`config.mk`:
```
export PLATFORM = sky130hd
export DESIGN_NAME = inmultire_secv_flat
export DESIGN_NICKNAME = d
export VERILOG_FILES = /design/src/rtl/inmultire_secv_if.sv /design/src/rtl/inmultire_secv.sv /design/src/flat_wrapper.sv
export SDC_FILE = /design/constraint.sdc
export NUM_CORES = 1
export LEC_CHECK = 0
export BUFFER_PORTS_ARGS = -buffer_cell sky130_fd_sc_hd__buf_2
export CORE_MARGIN = 1.5
export CORE_UTILIZATION = 40
export CTS_BUF_LIST = sky130_fd_sc_hd__clkbuf_2 sky130_fd_sc_hd__clkbuf_4 sky130_fd_sc_hd__clkbuf_8
export DETAILED_ROUTE_END_ITERATION = 7
export SLEW_MARGIN = 20
export SYNTH_ARGS = -nofsm -noshare
export SYNTH_HDL_FRONTEND = slang
export SYNTH_SLANG_ARGS = --single-unit
```
`constraint.sdc`:
```
create_clock -name clk -period 18.8 [get_ports clk]
set_input_delay 3.76 -clock clk [delete_from_list [all_inputs] [get_ports clk]]
set_output_delay 3.76 -clock clk [all_outputs]
set_load 0.01 [all_outputs]
```
`src/rtl/inmultire_secv_if.sv`:
```
// Request/response bundle for the sequential signed multiplier.
interface inmultire_secv_if #(
    parameter int unsigned W = 28
);
    logic         valid_in;
    logic [W-1:0] n1;
    logic [W-1:0] n2;
    logic         busy;
    logic         valid_out;
    logic         ovf;
    logic [W-1:0] p_out;

    // Requester side: drives operands and strobe, observes status and result
    modport master (
        output valid_in,
        output n1,
        output n2,
        input  busy,
        input  valid_out,
        input  ovf,
        input  p_out
    );

    // Multiplier side: samples operands, returns status and result
    modport slave (
        input  valid_in,
        input  n1,
        input  n2,
        output busy,
        output valid_out,
        output ovf,
        output p_out
    );
endinterface

```
`src/rtl/inmultire_secv.sv`:
```
// Sequential signed multiplier: sign-magnitude shift-add, one multiplier bit
// per cycle, saturated W-bit signed result with overflow flag.
module inmultire_secv #(
    parameter int unsigned W = 28
) (
    input  logic             clk,
    input  logic             reset,
    inmultire_secv_if.slave  bus
);
    localparam int unsigned AW = 2 * W;
    localparam int unsigned CW = (W > 1) ? $clog2(W) : 1;

    // Magnitude limits for a negative / non-negative W-bit result
    localparam logic [AW-1:0] LIM_NEG  = AW'(1) << (W - 1);
    localparam logic [AW-1:0] LIM_POS  = LIM_NEG - AW'(1);
    localparam logic [W-1:0]  SAT_NEG  = {1'b1, {(W - 1){1'b0}}};
    localparam logic [W-1:0]  SAT_POS  = {1'b0, {(W - 1){1'b1}}};
    localparam logic [CW-1:0] CNT_LOAD = CW'(W - 1);

    typedef enum logic [1:0] {
        S_IDLE = 2'd0,
        S_RUN  = 2'd1,
        S_DONE = 2'd2
    } state_t;

    state_t         r_state;
    state_t         w_state_nxt;

    logic [CW-1:0]  r_cnt;
    logic [AW-1:0]  r_mcand;
    logic [W-1:0]   r_mplier;
    logic [AW-1:0]  r_acc;
    logic           r_sign_a;
    logic           r_sign_b;
    logic           r_busy;
    logic           r_valid_out;
    logic           r_ovf;
    logic [W-1:0]   r_p_out;

    logic [CW-1:0]  w_cnt_nxt;
    logic [AW-1:0]  w_mcand_nxt;
    logic [W-1:0]   w_mplier_nxt;
    logic [AW-1:0]  w_acc_nxt;
    logic           w_sign_a_nxt;
    logic           w_sign_b_nxt;
    logic           w_busy_nxt;
    logic           w_valid_out_nxt;
    logic           w_ovf_nxt;
    logic [W-1:0]   w_p_out_nxt;

    logic [W-1:0]   w_mag_n1;
    logic [W-1:0]   w_mag_n2;
    logic           w_neg;
    logic [AW-1:0]  w_limit;
    logic [W-1:0]   w_p_signed;

    // Operand magnitudes; the most negative value maps to 2^(W-1) unsigned
    always_comb begin
        w_mag_n1 = bus.n1[W-1] ? W'(-bus.n1) : bus.n1;
        w_mag_n2 = bus.n2[W-1] ? W'(-bus.n2) : bus.n2;
    end

    // Result sign, saturation limit and in-range signed result
    always_comb begin
        w_neg      = (r_sign_a ^ r_sign_b) && (r_acc != '0);
        w_limit    = w_neg ? LIM_NEG : LIM_POS;
        w_p_signed = w_neg ? W'(-r_acc[W-1:0]) : r_acc[W-1:0];
    end

    // State register
    always_ff @(posedge clk or posedge reset) begin
        if (reset) begin
            r_state <= S_IDLE;
        end else begin
            r_state <= w_state_nxt;
        end
    end

    // Next-state logic
    always_comb begin
        w_state_nxt = r_state;
        case (r_state)
            S_IDLE: if (bus.valid_in) w_state_nxt = S_RUN;
            S_RUN:  if (r_cnt == '0)  w_state_nxt = S_DONE;
            S_DONE: w_state_nxt = S_IDLE;
            default: w_state_nxt = S_IDLE;
        endcase
    end

    // Datapath and output next values per state
    always_comb begin
        w_cnt_nxt       = r_cnt;
        w_mcand_nxt     = r_mcand;
        w_mplier_nxt    = r_mplier;
        w_acc_nxt       = r_acc;
        w_sign_a_nxt    = r_sign_a;
        w_sign_b_nxt    = r_sign_b;
        w_valid_out_nxt = 1'b0;
        w_ovf_nxt       = r_ovf;
        w_p_out_nxt     = r_p_out;
        w_busy_nxt      = (w_state_nxt != S_IDLE);

        case (r_state)
            S_IDLE: begin
                if (bus.valid_in) begin
                    w_sign_a_nxt = bus.n1[W-1];
                    w_sign_b_nxt = bus.n2[W-1];
                    w_mcand_nxt  = {{W{1'b0}}, w_mag_n1};
                    w_mplier_nxt = w_mag_n2;
                    w_acc_nxt    = '0;
                    w_cnt_nxt    = CNT_LOAD;
                end
            end
            S_RUN: begin
                // Multiplicand is kept pre-shifted, so bit i of the multiplier
                // always meets mag_a << i.
                if (r_mplier[0]) begin
                    w_acc_nxt = r_acc + r_mcand;
                end
                w_mcand_nxt  = r_mcand << 1;
                w_mplier_nxt = r_mplier >> 1;
                if (r_cnt != '0) begin
                    w_cnt_nxt = r_cnt - CW'(1);
                end
            end
            S_DONE: begin
                w_valid_out_nxt = 1'b1;
                if (r_acc > w_limit) begin
                    w_ovf_nxt   = 1'b1;
                    w_p_out_nxt = w_neg ? SAT_NEG : SAT_POS;
                end else begin
                    w_ovf_nxt   = 1'b0;
                    w_p_out_nxt = w_p_signed;
                end
            end
            default: begin
                w_valid_out_nxt = 1'b0;
            end
        endcase
    end

    // Datapath and registered outputs
    always_ff @(posedge clk or posedge reset) begin
        if (reset) begin
            r_cnt       <= '0;
            r_mcand     <= '0;
            r_mplier    <= '0;
            r_acc       <= '0;
            r_sign_a    <= 1'b0;
            r_sign_b    <= 1'b0;
            r_busy      <= 1'b0;
            r_valid_out <= 1'b0;
            r_ovf       <= 1'b0;
            r_p_out     <= '0;
        end else begin
            r_cnt       <= w_cnt_nxt;
            r_mcand     <= w_mcand_nxt;
            r_mplier    <= w_mplier_nxt;
            r_acc       <= w_acc_nxt;
            r_sign_a    <= w_sign_a_nxt;
            r_sign_b    <= w_sign_b_nxt;
            r_busy      <= w_busy_nxt;
            r_valid_out <= w_valid_out_nxt;
            r_ovf       <= w_ovf_nxt;
            r_p_out     <= w_p_out_nxt;
        end
    end

    assign bus.busy      = r_busy;
    assign bus.valid_out = r_valid_out;
    assign bus.ovf       = r_ovf;
    assign bus.p_out     = r_p_out;

endmodule

```
`src/flat_wrapper.sv`:
```
// flat-port wrapper written by rule: the top's interface ports become plain ports
module inmultire_secv_flat 
#(
    parameter int unsigned W = 28
)
  (clk, reset, bus_valid_in, bus_n1, bus_n2, bus_busy, bus_valid_out, bus_ovf, bus_p_out);
  inmultire_secv_if #(.W(W)) bus_i ();
  input  logic clk;
  input  logic reset;
  input wire logic [$bits(bus_i.valid_in)-1:0] bus_valid_in;
  input wire logic [$bits(bus_i.n1)-1:0] bus_n1;
  input wire logic [$bits(bus_i.n2)-1:0] bus_n2;
  output wire logic [$bits(bus_i.busy)-1:0] bus_busy;
  output wire logic [$bits(bus_i.valid_out)-1:0] bus_valid_out;
  output wire logic [$bits(bus_i.ovf)-1:0] bus_ovf;
  output wire logic [$bits(bus_i.p_out)-1:0] bus_p_out;
  assign bus_i.valid_in = bus_valid_in;
  assign bus_i.n1 = bus_n1;
  assign bus_i.n2 = bus_n2;
  assign bus_busy = bus_i.busy;
  assign bus_valid_out = bus_i.valid_out;
  assign bus_ovf = bus_i.ovf;
  assign bus_p_out = bus_i.p_out;
  inmultire_secv #(.W(W)) u_core (.clk(clk), .reset(reset), .bus(bus_i));
endmodule
```
* After elaboration in Yosys (flattened, before gate mapping)
Index checks and enable logic that the tools add are counted.
** Word-level totals
- Flip-flop bits (word level) :: 180
- Bits in latches :: 0
- Memory bits (writable) :: 0
- Memory bits (read-only) :: 0
- Input port bits :: 59
- Output and inout port bits :: 31
- Word-level logic and storage cells :: 55
- Memories :: 0
** Cells by class
- $add $sub $neg :: 5
- $mul :: 0
- Div/mod/pow operators :: 0
- Order comparisons :: 1
- Eq/ne operators :: 5
- Shift operators :: 0
- Mux-type cells :: 21
- Bitwise gates (word level) :: 1
- Reductions and logical operators :: 11
** Operator list (number)
- $pmux 56 s2 :: 2
- $mux 28 :: 7
- $mux 56 :: 3
- $neg 28->28 :: 3
- $add 56x56->56 :: 1
- $gt 56x56->1 :: 1
- $pmux 28 s2 :: 1
- $reduce_bool 56->1 :: 1
- $mux 5 :: 2
- $pmux 5 s2 :: 1
- $reduce_and 3->1 :: 2
- $logic_not 5->1 :: 1
- $reduce_bool 5->1 :: 1
- $sub 5x1->5 const B :: 1
- $mux 2 :: 2
- $ne 2x1->1 const B :: 2
- $pmux 2 s2 :: 1
- $reduce_and 2->1 :: 2
- $reduce_bool 2->1 :: 2
- $eq 2x1->1 const B :: 1
- $eq 2x2->1 const B :: 1
- $logic_not 2->1 :: 1
- $mux 1 :: 2
- $ne 2x2->1 const B :: 1
- other kinds (2) :: 2

* Depth between registers and ports, before layout
Gate-level depths: netlist (run 1).
- Depth in word-level cells :: 5
- Gate-level depth with buffers :: 23
- Mapped depth without buffers :: 19

* Worst setup path before layout (run 1)
OpenSTA, ideal clock, no wires.
- Path type :: input to register
- Start :: in bus_n1[9]
- End :: reg u_core.r_mcand[25]
- Setup time :: 129 ps
- Arrival time :: 6154 ps
- Required time :: 18671 ps
- Path slack :: 12517 ps
- Stages on the path :: 8
- Buffers on the path :: 0
- Cells stage by stage :: or4_1 > or3_1 > or3_1 > or4_1 > nand2b_1 > o31ai_1 > xor2_1 > o21ai_1
** Between the ends
- Longest elaborated chain between the ends :: 4
** RTL lines
- start, declared :: RTL line flat_wrapper.sv:11 : input wire logic [$bits(bus_i.n1)-1:0] bus_n1;
- $neg 28->28 :: RTL line inmultire_secv.sv:59 : w_mag_n1 = bus.n1[W-1] ? W'(-bus.n1) : bus.n1;
- $mux 28 :: RTL line inmultire_secv.sv:59
- $mux 56 :: RTL line inmultire_secv.sv:105 : if (bus.valid_in) begin
- $pmux 56 s2 :: RTL line inmultire_secv.sv:103 : case (r_state)
- end signal, assigned :: RTL line inmultire_secv.sv:157 : r_mcand <= w_mcand_nxt;
- end, declared :: RTL line inmultire_secv.sv:30 : logic [AW-1:0] r_mcand;
Every way passes these cells. The select of a mux whose other input is x is not followed.
A chain may end at the register's enable or synchronous reset.

* Worst setup path in the final report (run 1)
- Start :: reg u_core.r_acc[1]
- End :: reg u_core.r_p_out[24] (netlist: u_core.bus.p_out[24])
** Between the ends
- Longest elaborated chain between the ends :: 5
- Elaborated cells on any way between the ends :: 8
- Those cells by class :: add/sub: 1; order compare: 1; mux: 4; reduce/logical: 2
** RTL lines
- start, declared :: RTL line inmultire_secv.sv:32 : logic [AW-1:0] r_acc;
- start signal, assigned :: RTL line inmultire_secv.sv:159 : r_acc <= w_acc_nxt;
- $reduce_bool 56->1 :: RTL line inmultire_secv.sv:65 : w_neg = (r_sign_a ^ r_sign_b) && (r_acc != '0);
- $logic_and 1x1->1 :: RTL line inmultire_secv.sv:65
- $mux 28 :: RTL line inmultire_secv.sv:66, inmultire_secv.sv:130
- $gt 56x56->1 :: RTL line inmultire_secv.sv:128 : if (r_acc > w_limit) begin
- $mux 28 (*) :: RTL line inmultire_secv.sv:128
- end signal, assigned :: RTL line inmultire_secv.sv:165 : r_p_out <= w_p_out_nxt;
- end, declared :: RTL line inmultire_secv.sv:38 : logic [W-1:0] r_p_out;
Mark *: on every way between the ends. The rest lies on a longest branch, timed or not.

==> metrics.csv, run 1 <==
metric,value,unit
most frequent cells in the layout,"nand2_1, dfrtp_1, o21ai_0",
clock skew,22.5,ps
global-route wire length before repair,55000,um
setup violators final,0,
Leak,6.22,nW
Mapped Area,0.0126,sq mm
Tmin final,6310,ps
sequential area share after synthesis,35.7,%
"Max FO, Critical Path",51,
vias per cell,5.89,
CTS tree,built,
# IOs,90,
Bufs on Longest Clock Path,2,
die height,181,um
MaxCap Viol Count,0,
Routed WL,33000,um
global routing's busiest layer,met2,
Rows,64,
critical path capture point type,register,
Port Buf Inserts,89,
# resized after CTS,0,
# DRC,0,
Area after DPL,0.0133,sq mm
final net count,1639,
Final period util,33.6,%
ys flop type,dfrtp_1,
GR Util All Layers,20.5,%
Synth Area per Inst,8.69,sq um
vias in the first global route,10700,
R2R setup slack,12490,ps
Crit Path Class,reg2reg,
critical path launch point type,register,
M2 GR Usage,31.5,%
worst skew pair latency,490,ps
maximum clock frequency,158,MHz
Synth Instances,1451,
status,"finished, final reports clean",
TritonRoute pass-1 iters,5,
Setup Buffers After CTS,0,
final instance area,0.0137,sq mm
Slew HR,28.5,%
area of the multi-input gates,0.00765,sq mm
via count,11200,
clock slew at reported path FFs,110,ps
Inserted Clock Buffers,17,
initial antenna violation count,0,
routing usage on met3,2.67,%
Yosys warning count,0,
DRT antenna net count,0,
leading area contributor after synthesis,dfrtp_1,
CTS Root Cell,clkbuf_8,
number of synthesized register bits,180,
WL/cell,17.4,um
drt initial violations,785,
post-synth top area share,35.7,%
largest net degree at the start of global routing,74,
Mapped Nets,1598,
"Hold-fix buffers, CTS",0,
Area contributors post-synth,"dfrtp_1, ha_1, o21ai_0, nand2_1, xor2_1",
register area,0.00450,sq mm
clk sink count,180,
share of cells above drive strength 1,10.3,%
"Slew Viols, Final",0,
total grt overflow,0,
Yosys cell types,71,
"Hold Vio Cnt, Final",0,
routability cong.,0.900,
DIE AREA,0.0326,sq mm
starting density of the core,40.9,%
worst min-delay path class,reg2reg,
Power Density,185,mW/mm^2
"Area growth, synth to finish",9.04,%
final setup TNS,0,ps
core footprint,0.0308,sq mm
FILL cells,3019,
Worst VDD drop,0.0848,mV
Post-DP HPWL,23900,um
H-tree Lvls,4,
unrepaired setup endpoints after global routing,false,
"EDFF count, synth",0,
critical path arrival,6700,ps
GRT met1 Usage,30.3,%
Die X,181,um
critical path required time,19190,ps
worst slew pin tran,1070,ps
# diodes,0,
Synth async-reset ratio,100,%
==> registers in the layout, summed over array words and instances, names as in the netlist <==
register,flops
u_core.bus.p_out,28
u_core.r_sign_b,1
u_core.r_state,2
u_core.r_cnt,5
u_core.bus.busy,1
u_core.r_acc,56
u_core.r_sign_a,1
u_core.bus.ovf,1
u_core.bus.valid_out,1
u_core.r_mplier,28
u_core.r_mcand,56
==> cells in the mapped netlist, drive strengths merged, types with 8 or more instances <==
library cell and instances:
xnor2 33, ha 87, or4 8, nor4 16, o31ai 49, inv 32
nand2b 9, nand3 22, xor2 67, o21ai 141, o21bai 10, or2 8
nand4 21, or3 29, nor2b 26, a21oi 117, clkbuf 70, o211ai 8
a211oi 26, nor2 64, dfrtp 180, a22o 33, o41ai 9, a21o 34
buf 8, a22oi 38, o21a 13, o22a 18, a31oi 8, nand2 181
nor3 14
==> power by group <==
| part | internal (W) | switching [W] |
|---|---|---|
| logic | 0.000610 | 0.000902 |
| clock network | 0.000114 | 0.000171 |
| registers | 0.000559 | 0.000189 |
==> kinds of logic after synthesis <==
logic type,count (synthesis),share of synthesized area (%)
compound gates,544,28.2
simple gates,423,16.3
flops,180,35.7
buf+inv,112,3.71
xor+xnor,100,6.95
fa+ha+maj,88,8.79
mux,4,0.318
==> stage by stage <==
step	std cells	setup WS, ps	util, %	power [W]	hold WS, ps
floorplan	1451	10150	-	0.00188	449
global placement	1869	12170	43.2	0.00222	458
detailed placement	1869	12140	43.2	0.00225	460
CTS	1901	12510	44.6	0.00254	488
global route	1901	12110	44.6	0.00280	520
finish	1901	12490	44.6	0.00254	483
==> metal layers <==
metal / vias to the layer above / share of wire, %
li1: 5503 / -
met1: 5384 / 52
met2: 275 / 43
met3: 31 / 4.5
met4: 0 / 1.1
met5: - / 0
==> path summary, 6_finish.rpt <==
path                                             end                start  depth (start not counted)
worst min-delay path             u_core.bus.p_out[0]  u_core.bus.p_out[0]                          2
worst max-delay path            u_core.bus.p_out[24]      u_core.r_acc[1]                         18
min in group asynchronous            u_core.bus.busy                reset                          2
worst max register to register  u_core.bus.p_out[24]      u_core.r_acc[1]                         18
max in group asynchronous           u_core.r_acc[45]                reset                          3
worst min register to register   u_core.bus.p_out[0]  u_core.bus.p_out[0]                          2
==> critical path, cell delays in order, from the launching register on <==
cell	delay (ps)
dfrtp_1	480
inv_1	90
ha_1	170
or3b_4	410
or3_4	350
or2_4	280
or3_4	390
or4_4	500
o21a_2	570
ha_1	480
a21o_1	180
a21o_1	170
a21o_1	160
a21oi_1	160
o211ai_1	100
a221oi_1	380
o211a_1	800
nor2_1	220
o31ai_1	310
==> final cells by class <==
| cell class | instances | area share [%] |
|---|---|---|
| well taps | 396 | 3.60 |
| repair buffers | 100 | 3.84 |
| multi-input cells | 1159 | 55.7 |
| clock inverters | 15 | 1.39 |
| inverters | 34 | 1.00 |
| flip-flops and latches | 180 | 32.8 |
| clock buffers | 17 | 1.70 |
No activity file was read; power rests on OpenSTA's default activity.
==> inputs of run 2 (changes only) <==
==> constraint.sdc (replaced) <==
create_clock -name clk -period 5.9 [get_ports clk]
set_input_delay 1.18 -clock clk [delete_from_list [all_inputs] [get_ports clk]]
set_output_delay 1.18 -clock clk [all_outputs]
set_load 0.01 [all_outputs]
==> run 2 against run 1 <==
Via count barely moved. Sequential power rose to 3.0 times the previous value. Worst hold slack got worse by 2.3 ps. Count of clock-buffer cells in the layout rose by 3. Wire length rose by 2.1%.
==> metrics.csv, run 2 (same netlist as run 1, synthesis figures left out) <==
metric,value,unit
placed cells,1890,
unrepaired setup endpoints after global routing,false,
final net count,1660,
critical path required time,6240,ps
"Slew Viols, Final",0,
worst slew pin tran,1140,ps
Tmin final,5590,ps
GR Util All Layers,21.2,%
Leak,6.32,nW
clock skew,17.9,ps
"delay-heaviest family, CP",compound AO/OA/AOI/OAI gates,
DRT antenna net count,0,
Power Density,596,mW/mm^2
worst min-delay path class,reg2reg,
Bufs on Longest Clock Path,2,
"Hold-fix buffers, CTS",0,
Reg-to-Reg Start,u_core.r_acc[0],
DIE AREA,0.0326,sq mm
maximum clock frequency,179,MHz
Worst VDD drop,0.340,mV
global-route wire length before repair,57000,um
Final period util,94.8,%
clock slew at reported path FFs,90,ps
WL/cell,17.6,um
TritonRoute pass-1 iters,5,
clk sink count,180,
largest net degree at the start of global routing,181,
r2r endpoint,u_core.bus.p_out[23],
drt initial violations,658,
core footprint,0.0308,sq mm
critical path arrival,5930,ps
crit path from,u_core.r_acc[0],
final setup TNS,0,ps
initial antenna violation count,0,
routability cong.,0.912,
Port Buf Inserts,89,
CTS Root Cell,clkbuf_8,
# DRC,0,
most frequent cells in the layout,"nand2_1, dfrtp_1, o21ai_0",
hold depth,2,
Crit path largest cell delay,510,ps
die height,181,um
Final WS setup,306,ps
critical path capture point type,register,
Crit Path Class,reg2reg,
Setup Buffers After CTS,0,
final instance area,0.0139,sq mm
total grt overflow,0,
Routed WL,33700,um
Post-Layout Cell Count,1919,
vias in the first global route,11000,
vias per cell,5.83,
crit path buf inv count,2,
# diodes,0,
Inserted Clock Buffers,17,
critical path's slowest cell,or4_4,
worst skew pair latency,480,ps
status,"finished, final reports clean",
Area after DPL,0.0135,sq mm
R2R setup slack,310,ps
crit-path most repeated cell,a21o_1,
Slew HR,23.7,%
critical path launch point type,register,
CTS tree,built,
"Max FO, Critical Path",34,
# IOs,90,
share of cells above drive strength 1,11.4,%
R2R cell count,19,
H-tree Lvls,4,
via count,11200,
"Hold Vio Cnt, Final",0,
"Area growth, synth to finish",10.4,%
MaxCap Viol Count,0,
setup violators final,0,
Rows,64,
Hold Path Sink,u_core.bus.p_out[21],
starting density of the core,40.9,%
"critical path, cell by cell",inv_1 -> ha_1 -> or3b_4 -> or3_4 -> or2_4 -> or3_4 -> or4_4 -> o21a_4 -> ha_1 -> a21o_1 -> a21o_1 -> a21o_1 -> a21oi_1 -> o211ai_1 -> a221oi_1 -> o211ai_1 -> buf_4 -> a211oi_1 -> o31ai_1,
Die X,181,um
Place WS,217,ps
Post-DP HPWL,24600,um
hold path start,u_core.bus.p_out[21],
largest registers,"u_core.r_acc (56), u_core.r_mcand (56)",
## run 2: cell types whose count changed in the layout (fill, tap and decap cells not counted), sizes merged
cell	before	now
buf	100	121
clkinvlp	1	4
bufinv	1	4
inv	38	31
clkbuf	17	20
clkinv	9	4
## run 2: how the worst max path moves through the flow
stage | end | slack, ps | depth (start not counted)
floorplan | u_core.bus.p_out[10] | 480 | 22
global placement | u_core.bus.p_out[23] | 340 | 19
detailed placement | u_core.bus.p_out[23] | 220 | 19
CTS | u_core.bus.p_out[23] | 190 | 19
global route | u_core.bus.p_out[10] | 30 | 19
finish | u_core.bus.p_out[23] | 310 | 19
## run 2: worst min-delay path, cell delays in order, from the launching register on
cell and delay (ps):
dfrtp_1 340, nand2_1 50, o31ai_1 60
## run 2: repair_timing
item / 4_1_cts / 5_1_grt
endpoints found under the hold margin: 0 / 0
setup endpoints to repair: 0 / 26
gates resized for setup: 0 / 1
## run 2: area by class of cell
cell class,count,area [sq um]
clock buffers,20,263
fillers,3067,16900
multi-input cells,1159,7660
inverters,34,136
clock inverters,9,156
flip-flops and latches,180,4500
well taps,396,495
repair buffers,121,698
## run 2: power by group
part           total, W  internal, W  switching (W)
logic           0.00509      0.00204        0.00305
clock network  0.000931     0.000475       0.000456
registers       0.00227      0.00178       0.000487
## run 2: per-layer routing
| metal | routed length (um) | part of all wire [%] | GRT usage [%] | vias up |
|---|---|---|---|---|
| met2 | 15000 | 45 | 33.9 | 232 |
| met5 | 0 | 0 | 0 | - |
| met4 | 346 | 1.0 | 4.54 | 0 |
| li1 | - | - | - | 5516 |
| met3 | 1440 | 4.3 | 3.56 | 25 |
| met1 | 16900 | 50 | 30.1 | 5423 |
## run 2: per-stage QoR
step | power (W) | utilization, % | hold WS (ps)
after floorplan | 0.00600 | - | 449
after global placement | 0.00721 | 43.8 | 461
after detailed placement | 0.00732 | 43.8 | 465
after CTS | 0.00827 | 45.1 | 486
after global routing | 0.00909 | 45.1 | 504
final | 0.00829 | 45.1 | 481
